--- config.mk ---
export PLATFORM = sky130hd
export DESIGN_NAME = uart_tx_fifo
export DESIGN_NICKNAME = d
export VERILOG_FILES = /design/src/rtl/uart_pkg.sv /design/src/rtl/sync_fifo.sv /design/src/rtl/uart_tx_fifo.sv
export SDC_FILE = /design/constraint.sdc
export NUM_CORES = 1
export LEC_CHECK = 0
export CAP_MARGIN = 10
export CORE_ASPECT_RATIO = 1.25
export CORE_UTILIZATION = 60
export CTS_CLUSTER_SIZE = 40
export DETAILED_ROUTE_END_ITERATION = 8
export GPL_TIMING_DRIVEN = 0
export PLACE_DENSITY_LB_ADDON = 0.08
export RECOVER_POWER = 25
export SYNTH_ARGS = -nofsm -noshare
export SYNTH_HDL_FRONTEND = slang
export SYNTH_SLANG_ARGS = --single-unit
--- constraint.sdc ---
create_clock -name clk_i -period 10.11 [get_ports clk_i]
set_input_delay 1.5165 -clock clk_i [delete_from_list [all_inputs] [get_ports clk_i]]
set_output_delay 1.5165 -clock clk_i [all_outputs]
set_load 0.01 [all_outputs]
--- src/rtl/uart_pkg.sv ---
// Shared types and constants for the UART transmit path (and a future receiver).
package uart_pkg;

  typedef enum logic [1:0] {
    PAR_NONE = 2'd0,
    PAR_EVEN = 2'd1,
    PAR_ODD  = 2'd2
  } uart_par_t;

  typedef enum logic [2:0] {
    IDLE,
    START,
    DATA,
    PARITY,
    STOP
  } uart_tx_state_t;

  localparam int DATA_BITS_MIN = 5;

  // Keeps only the low (data_bits_field + DATA_BITS_MIN) bits of a byte.
  function automatic logic [7:0] data_mask(input logic [1:0] db);
    return 8'hFF >> (2'd3 - db);
  endfunction

endpackage

--- src/rtl/sync_fifo.sv ---
// Single-clock FIFO with occupancy count; push refused when full, pop ignored when empty.
module sync_fifo #(
  parameter int WIDTH = 8,
  parameter int DEPTH = 16
) (
  input  logic                           clk_i,
  input  logic                           rst_ni,
  input  logic                           push_i,
  input  logic [WIDTH-1:0]               wdata_i,
  input  logic                           pop_i,
  output logic [WIDTH-1:0]               rdata_o,
  output logic                           full_o,
  output logic                           empty_o,
  output logic [$clog2(DEPTH+1)-1:0]     level_o
);

  localparam int AW = $clog2(DEPTH);
  localparam int LW = $clog2(DEPTH + 1);

  logic [WIDTH-1:0] mem [DEPTH];
  logic [AW-1:0]    wr_ptr, rd_ptr;
  logic [LW-1:0]    level;
  logic             do_push, do_pop;

  assign full_o  = (level == LW'(DEPTH));
  assign empty_o = (level == '0);
  assign level_o = level;
  assign rdata_o = mem[rd_ptr];
  assign do_push = push_i && !full_o;
  assign do_pop  = pop_i && !empty_o;

  always_ff @(posedge clk_i or negedge rst_ni) begin
    if (!rst_ni) begin
      wr_ptr <= '0;
      rd_ptr <= '0;
      level  <= '0;
    end else begin
      if (do_push) wr_ptr <= wr_ptr + AW'(1);
      if (do_pop)  rd_ptr <= rd_ptr + AW'(1);
      case ({do_push, do_pop})
        2'b10:   level <= level + LW'(1);
        2'b01:   level <= level - LW'(1);
        default: level <= level;
      endcase
    end
  end

  // Storage carries no reset; only pointers and count define validity.
  always_ff @(posedge clk_i) begin
    if (do_push) mem[wr_ptr] <= wdata_i;
  end

endmodule

--- src/rtl/uart_tx_fifo.sv ---
// Buffered UART transmitter: FIFO-fed, run-time 5..8 data bits, none/even/odd parity, 1 or 2 stop bits.
module uart_tx_fifo
  import uart_pkg::*;
#(
  parameter int OVERSAMPLE = 16,
  parameter int DIV_W      = 16,
  parameter int FIFO_DEPTH = 16
) (
  input  logic                                clk_i,
  input  logic                                rst_ni,
  input  logic [DIV_W-1:0]                    div_i,
  input  logic [1:0]                          data_bits_i,
  input  logic [1:0]                          parity_i,
  input  logic                                stop2_i,
  input  logic                                tx_en_i,
  input  logic [7:0]                          data_i,
  input  logic                                valid_i,
  output logic                                ready_o,
  output logic [$clog2(FIFO_DEPTH+1)-1:0]     level_o,
  output logic                                busy_o,
  output logic                                tx_o
);

  localparam int TICK_W = $clog2(OVERSAMPLE);

  uart_tx_state_t    state;
  logic [DIV_W-1:0]  div_r, div_cnt;
  logic [TICK_W-1:0] tick_cnt;
  logic [2:0]        bit_cnt, last_bit_r;
  logic              stop_cnt, stop2_r, par_en_r, par_bit_r;
  logic [7:0]        shreg, head;
  logic              fifo_full, fifo_empty, fifo_pop;
  logic              tick, bit_end, frame_done;

  sync_fifo #(
    .WIDTH (8),
    .DEPTH (FIFO_DEPTH)
  ) u_fifo (
    .clk_i   (clk_i),
    .rst_ni  (rst_ni),
    .push_i  (valid_i),
    .wdata_i (data_i),
    .pop_i   (fifo_pop),
    .rdata_o (head),
    .full_o  (fifo_full),
    .empty_o (fifo_empty),
    .level_o (level_o)
  );

  assign ready_o    = !fifo_full;
  assign tick       = (div_cnt == div_r);
  assign bit_end    = tick && (tick_cnt == TICK_W'(OVERSAMPLE - 1));
  assign frame_done = (state == STOP) && bit_end && (stop_cnt == stop2_r);
  // A pop always coincides with a frame start, from IDLE or straight out of the last stop bit.
  assign fifo_pop   = tx_en_i && !fifo_empty && ((state == IDLE) || frame_done);

  always_ff @(posedge clk_i or negedge rst_ni) begin
    if (!rst_ni) begin
      state    <= IDLE;
      div_cnt  <= '0;
      tick_cnt <= '0;
      bit_cnt  <= '0;
      stop_cnt <= 1'b0;
    end else if (state == IDLE) begin
      div_cnt  <= '0;
      tick_cnt <= '0;
      if (fifo_pop) state <= START;
    end else begin
      div_cnt <= tick ? '0 : div_cnt + DIV_W'(1);
      if (tick) tick_cnt <= bit_end ? '0 : tick_cnt + TICK_W'(1);
      if (bit_end) begin
        case (state)
          START: begin
            state   <= DATA;
            bit_cnt <= '0;
          end
          DATA: begin
            if (bit_cnt == last_bit_r) begin
              state    <= par_en_r ? PARITY : STOP;
              stop_cnt <= 1'b0;
            end else begin
              bit_cnt <= bit_cnt + 3'd1;
            end
          end
          PARITY: begin
            state    <= STOP;
            stop_cnt <= 1'b0;
          end
          STOP: begin
            if (stop_cnt == stop2_r) state <= fifo_pop ? START : IDLE;
            else                     stop_cnt <= 1'b1;
          end
          default: state <= IDLE;
        endcase
      end
    end
  end

  // Frame configuration is captured at pop so mid-frame input changes cannot disturb the line.
  always_ff @(posedge clk_i) begin
    if (fifo_pop) begin
      shreg      <= head;
      div_r      <= div_i;
      last_bit_r <= 3'(DATA_BITS_MIN - 1) + {1'b0, data_bits_i};
      par_en_r   <= (parity_i == PAR_EVEN) || (parity_i == PAR_ODD);
      par_bit_r  <= (^(head & data_mask(data_bits_i))) ^ (parity_i == PAR_ODD);
      stop2_r    <= stop2_i;
    end else if ((state == DATA) && bit_end) begin
      shreg <= shreg >> 1;
    end
  end

  always_ff @(posedge clk_i or negedge rst_ni) begin
    if (!rst_ni) begin
      tx_o   <= 1'b1;
      busy_o <= 1'b0;
    end else begin
      busy_o <= (state != IDLE);
      case (state)
        START:   tx_o <= 1'b0;
        DATA:    tx_o <= shreg[0];
        PARITY:  tx_o <= par_bit_r;
        default: tx_o <= 1'b1;
      endcase
    end
  end

endmodule

==> metrics.md <==
| Metric | Value |
|---|---|
| Post-synth top cells | `157 x edfxtp_1, 42 x nor2_1, 41 x dfrtp_1` |
| Worst-Margin Slew | `1.77 ns` |
| Syn avg cell area | `16.4 µm²` |
| P&R area growth vs syn | `14.5%` |
| I/O pins | `41` |
| Outcome | `complete, but fails checks` |
| GR peak layer | `met2` |
| Max stage delay on crit path | `0.45 ns` |
| DP Wirelength | `10800 µm` |
| Synthesis Warnings | `0` |
| R2R setup slack | `6.26 ns` |
| Total clock sinks | `199` |
| Pre-Repair DR Iteration Count | `6` |
| Crit end category | `flop` |
| Gpl congestion | `0.799` |
| Worst-path clk slew | `0.07 ns` |
| Die Ht | `135 µm` |
| Setup slack at placement | `6.01 ns` |
| Clock Latency Late Sink | `0.43 ns` |
| Setup TNS | `0 ns` |
| # Post-CTS Setup Buffers | `0` |
| # rows | `48` |
| GR Util All Layers | `23.6%` |
| Layout Cells excl Fill | `765` |
| Fmax achieved | `0.259 GHz` |
| Reg2reg path depth | `14` |
| CTS tree | `done` |
| Die area | `14600 µm²` |
| Final Cycle Share | `38.1%` |
| Total chip power | `2.52 mW` |
| Pins Over Slew Limit | `32` |
| Setup WS post-layout | `6.26 ns` |
| Final setup violation count | `0` |
| Critical Path Start Type | `flop` |
| Detail Route Antenna Nets | `0` |
| Yosys cell types | `59` |
| Synth Register Bits | `199` |
| Clk network pwr share | `26.5%` |
| Syn Nets | `560` |
| Synth area leaders | `edfxtp_1 56%, dfrtp_1 12%, mux4_2 9.0%, xor2_1 3.4%, xnor2_1 2.1%` |
| Post-Syn Area | `8470 µm²` |
| Worst hold margin | `0.509 ns` |
| Clock skew | `0.0107 ns` |
| Worst-path cell chain | `xor2_1, nor4_1, nand4_1, o31a_1, nor4_4, buf_6, ha_1, xor2_1, ha_1, nand3_1, o21ai_0, a222oi_1, nor2_1, xor2_1` |
| Num CTS Buffers | `17` |
| Flop pwr share | `42.6%` |
| Psw | `0.772 mW` |
| H-tree depth | `4` |
| CP max FO | `11` |
| Met1 usage | `28.9%` |
| Input/output buffers | `40` |
| Yosys top cell by area | `edfxtp_1` |
| Post-synth ARST share | `21.1%` |
| Relative slew slack | `-18.1%` |
| Cts repair resizes | `0` |
| Remaining DRCs | `0` |
| Cell Pwr Density | `260 nW/µm²` |
| Share of layout cells above drive strength 1 | `16.6%` |
| GRT overflow | `0` |
| Setup CP Type | `flop to flop` |
| CP dominant cell by count | `xor2_1` |
| Routed WL per cell | `20.5 µm` |
| Predominant post-synthesis flop cell | `edfxtp_1` |
| Fin area | `9690 µm²` |
| Synthesized instance count | `515` |
| Initial antenna violation count | `0` |
| Worst R2R Start | `div_cnt[3]` |
| Most repeated cell in the gate-level netlist after synthesis | `edfxtp_1` |
| Fin crit period | `3.85 ns` |
| Largest net degree at the start of global routing | `32` |
| Sequential fraction of the synthesis area | `68.1%` |
| Max IR drop VDD | `162 µV` |
| Sw frac | `30.6%` |
| MaxCap Viol Count | `1` |
| Req. time, crit path | `10.42 ns` |
| Final net count | `622` |
| Met3 usage | `4.30%` |
| RSZ-0062 raised after global routing | `no` |
| 1st-iter DRT viols | `396` |
| Area post-placement | `9150 µm²` |
| Met2 usage | `41.2%` |
| Hold Fails Final Rpt | `0` |
| Core Box Area | `13800 µm²` |
| Critical Path Sink | `u_fifo.level_o[4]` |
| DRT Wirelength | `15700 µm` |
| Internal Pwr Total | `1.75 mW` |
| Clock tree buffer depth | `2` |
| Placed Cells | `733` |
| Initial core utilization | `61.3%` |
| Leakage | `3.42 nW` |
| Vias in the first global route | `4686` |
| EDFF count, synth | `157` |
| Comb power frac | `30.9%` |
| Diodes inserted | `0` |
| Root buffer selected by CTS | `clkbuf_16` |
| Via density | `5.97` |
| Vias | `4569` |
| Worst r2r dst | `u_fifo.level_o[4]` |
| Arr. time, crit path | `4.16 ns` |
| Synth top area share | `55.7%` |
| Chip Width | `108 µm` |
| CTS Hold Buffers Added | `0` |
| Violated checks | `max-capacitance violations, max-slew violations` |
| Min-Delay Path Class | `flop to flop` |
| CP startpoint | `div_cnt[3]` |
| Global-route wire length before repair | `24700 µm` |
| Fin util | `70.2%` |
| Crit path max-delay cell type | `dfrtp_1` |
flip-flops by register name, indices dropped and copies added, names as in the netlist, 2 cells and up:
register	cells
u_fifo.level_o	5
state	3
last_bit_r	2
u_fifo.mem	128
bit_cnt	3
u_fifo.rd_ptr	4
tick_cnt	4
div_cnt	16
u_fifo.wr_ptr	4
div_r	16
shreg	8
worst max-delay path: cells and delay by family, from the launching register on:
family                     cells  cell delay, ns
xor gates and xnor gates       3            0.41
DFF                            1            0.45
and+or+nand+nor                5            1.41
AOI/OAI and AO/OA              3            0.75
buffers and inverters          1            0.24
adders and majority gates      2            0.47
worst min path at each step:
stage	from	depth (start not counted)	slack (ns)	to
after global placement	bit_cnt[2]	1	0.48	bit_cnt[2]
final	bit_cnt[2]	1	0.51	bit_cnt[2]
after detailed placement	bit_cnt[2]	1	0.49	bit_cnt[2]
after global routing	bit_cnt[2]	1	0.53	bit_cnt[2]
after floorplan	bit_cnt[2]	1	0.46	bit_cnt[2]
after CTS	bit_cnt[2]	1	0.51	bit_cnt[2]
per-layer routing:
metal,share of wire (%),vias up
met5,0,-
met4,1.7,0
met3,3.8,17
met2,54,123
met1,41,2341
li1,-,2088
layout make-up:
class / count / area, µm²
Buffer: 20 / 133
Clock buffer: 19 / 433
Clock inverter: 13 / 145
Fill cell: 928 / 4120
Inverter: 14 / 52.6
Multi-Input combinational cell: 282 / 2520
Sequential cell: 199 / 5770
Tap cell: 175 / 219
Timing Repair Buffer: 43 / 417
cell families after synthesis:
kind of cell / after synthesis / share of synthesized area [%]
flip-flops: 199 / 68.1
AND/OR/NAND/NOR: 122 / 7.43
XOR/XNOR: 54 / 5.67
AO/OA/AOI/OAI: 49 / 4.23
multiplexers: 45 / 10.5
buffers and inverters: 34 / 2.31
adder cells (fa/ha/maj): 12 / 1.77
power groups by stage:
stage          clock network [mW]  logic, mW  registers [mW]
2_1_floorplan                   0      0.575            1.08
3_3_place_gp                    0      0.768            1.08
3_5_place_dp                    0      0.795            1.09
4_1_cts                     0.675      0.799            1.07
5_1_grt                     0.704      0.856            1.08
6_report                    0.668      0.780            1.07
layout by cell type (no fill, tap or decap), types with 3 or more instances in the layout:
master             n
a21oi_1            8
a22oi_1           10
and2_1             6
and3_1             5
buf_6              4
clkbuf_1          14
clkbuf_16         17
clkbuf_8           3
clkdlybuf4s50_1   16
clkinv_2           3
dfrtp_1           41
dlygate4sd3_1     23
edfxtp_1         157
ha_1              12
inv_1             14
inv_6              3
mux2_2             9
mux4_2            34
nand2_1           21
nand2b_1           3
nand3_1           12
nand4_1            3
nor2_1            42
nor2b_1            3
nor3_1             4
nor3_2             5
nor4_1             6
o211ai_1           3
o21ai_0            9
xnor2_1           20
xor2_1            33
(Power assumes the default switching activity.)
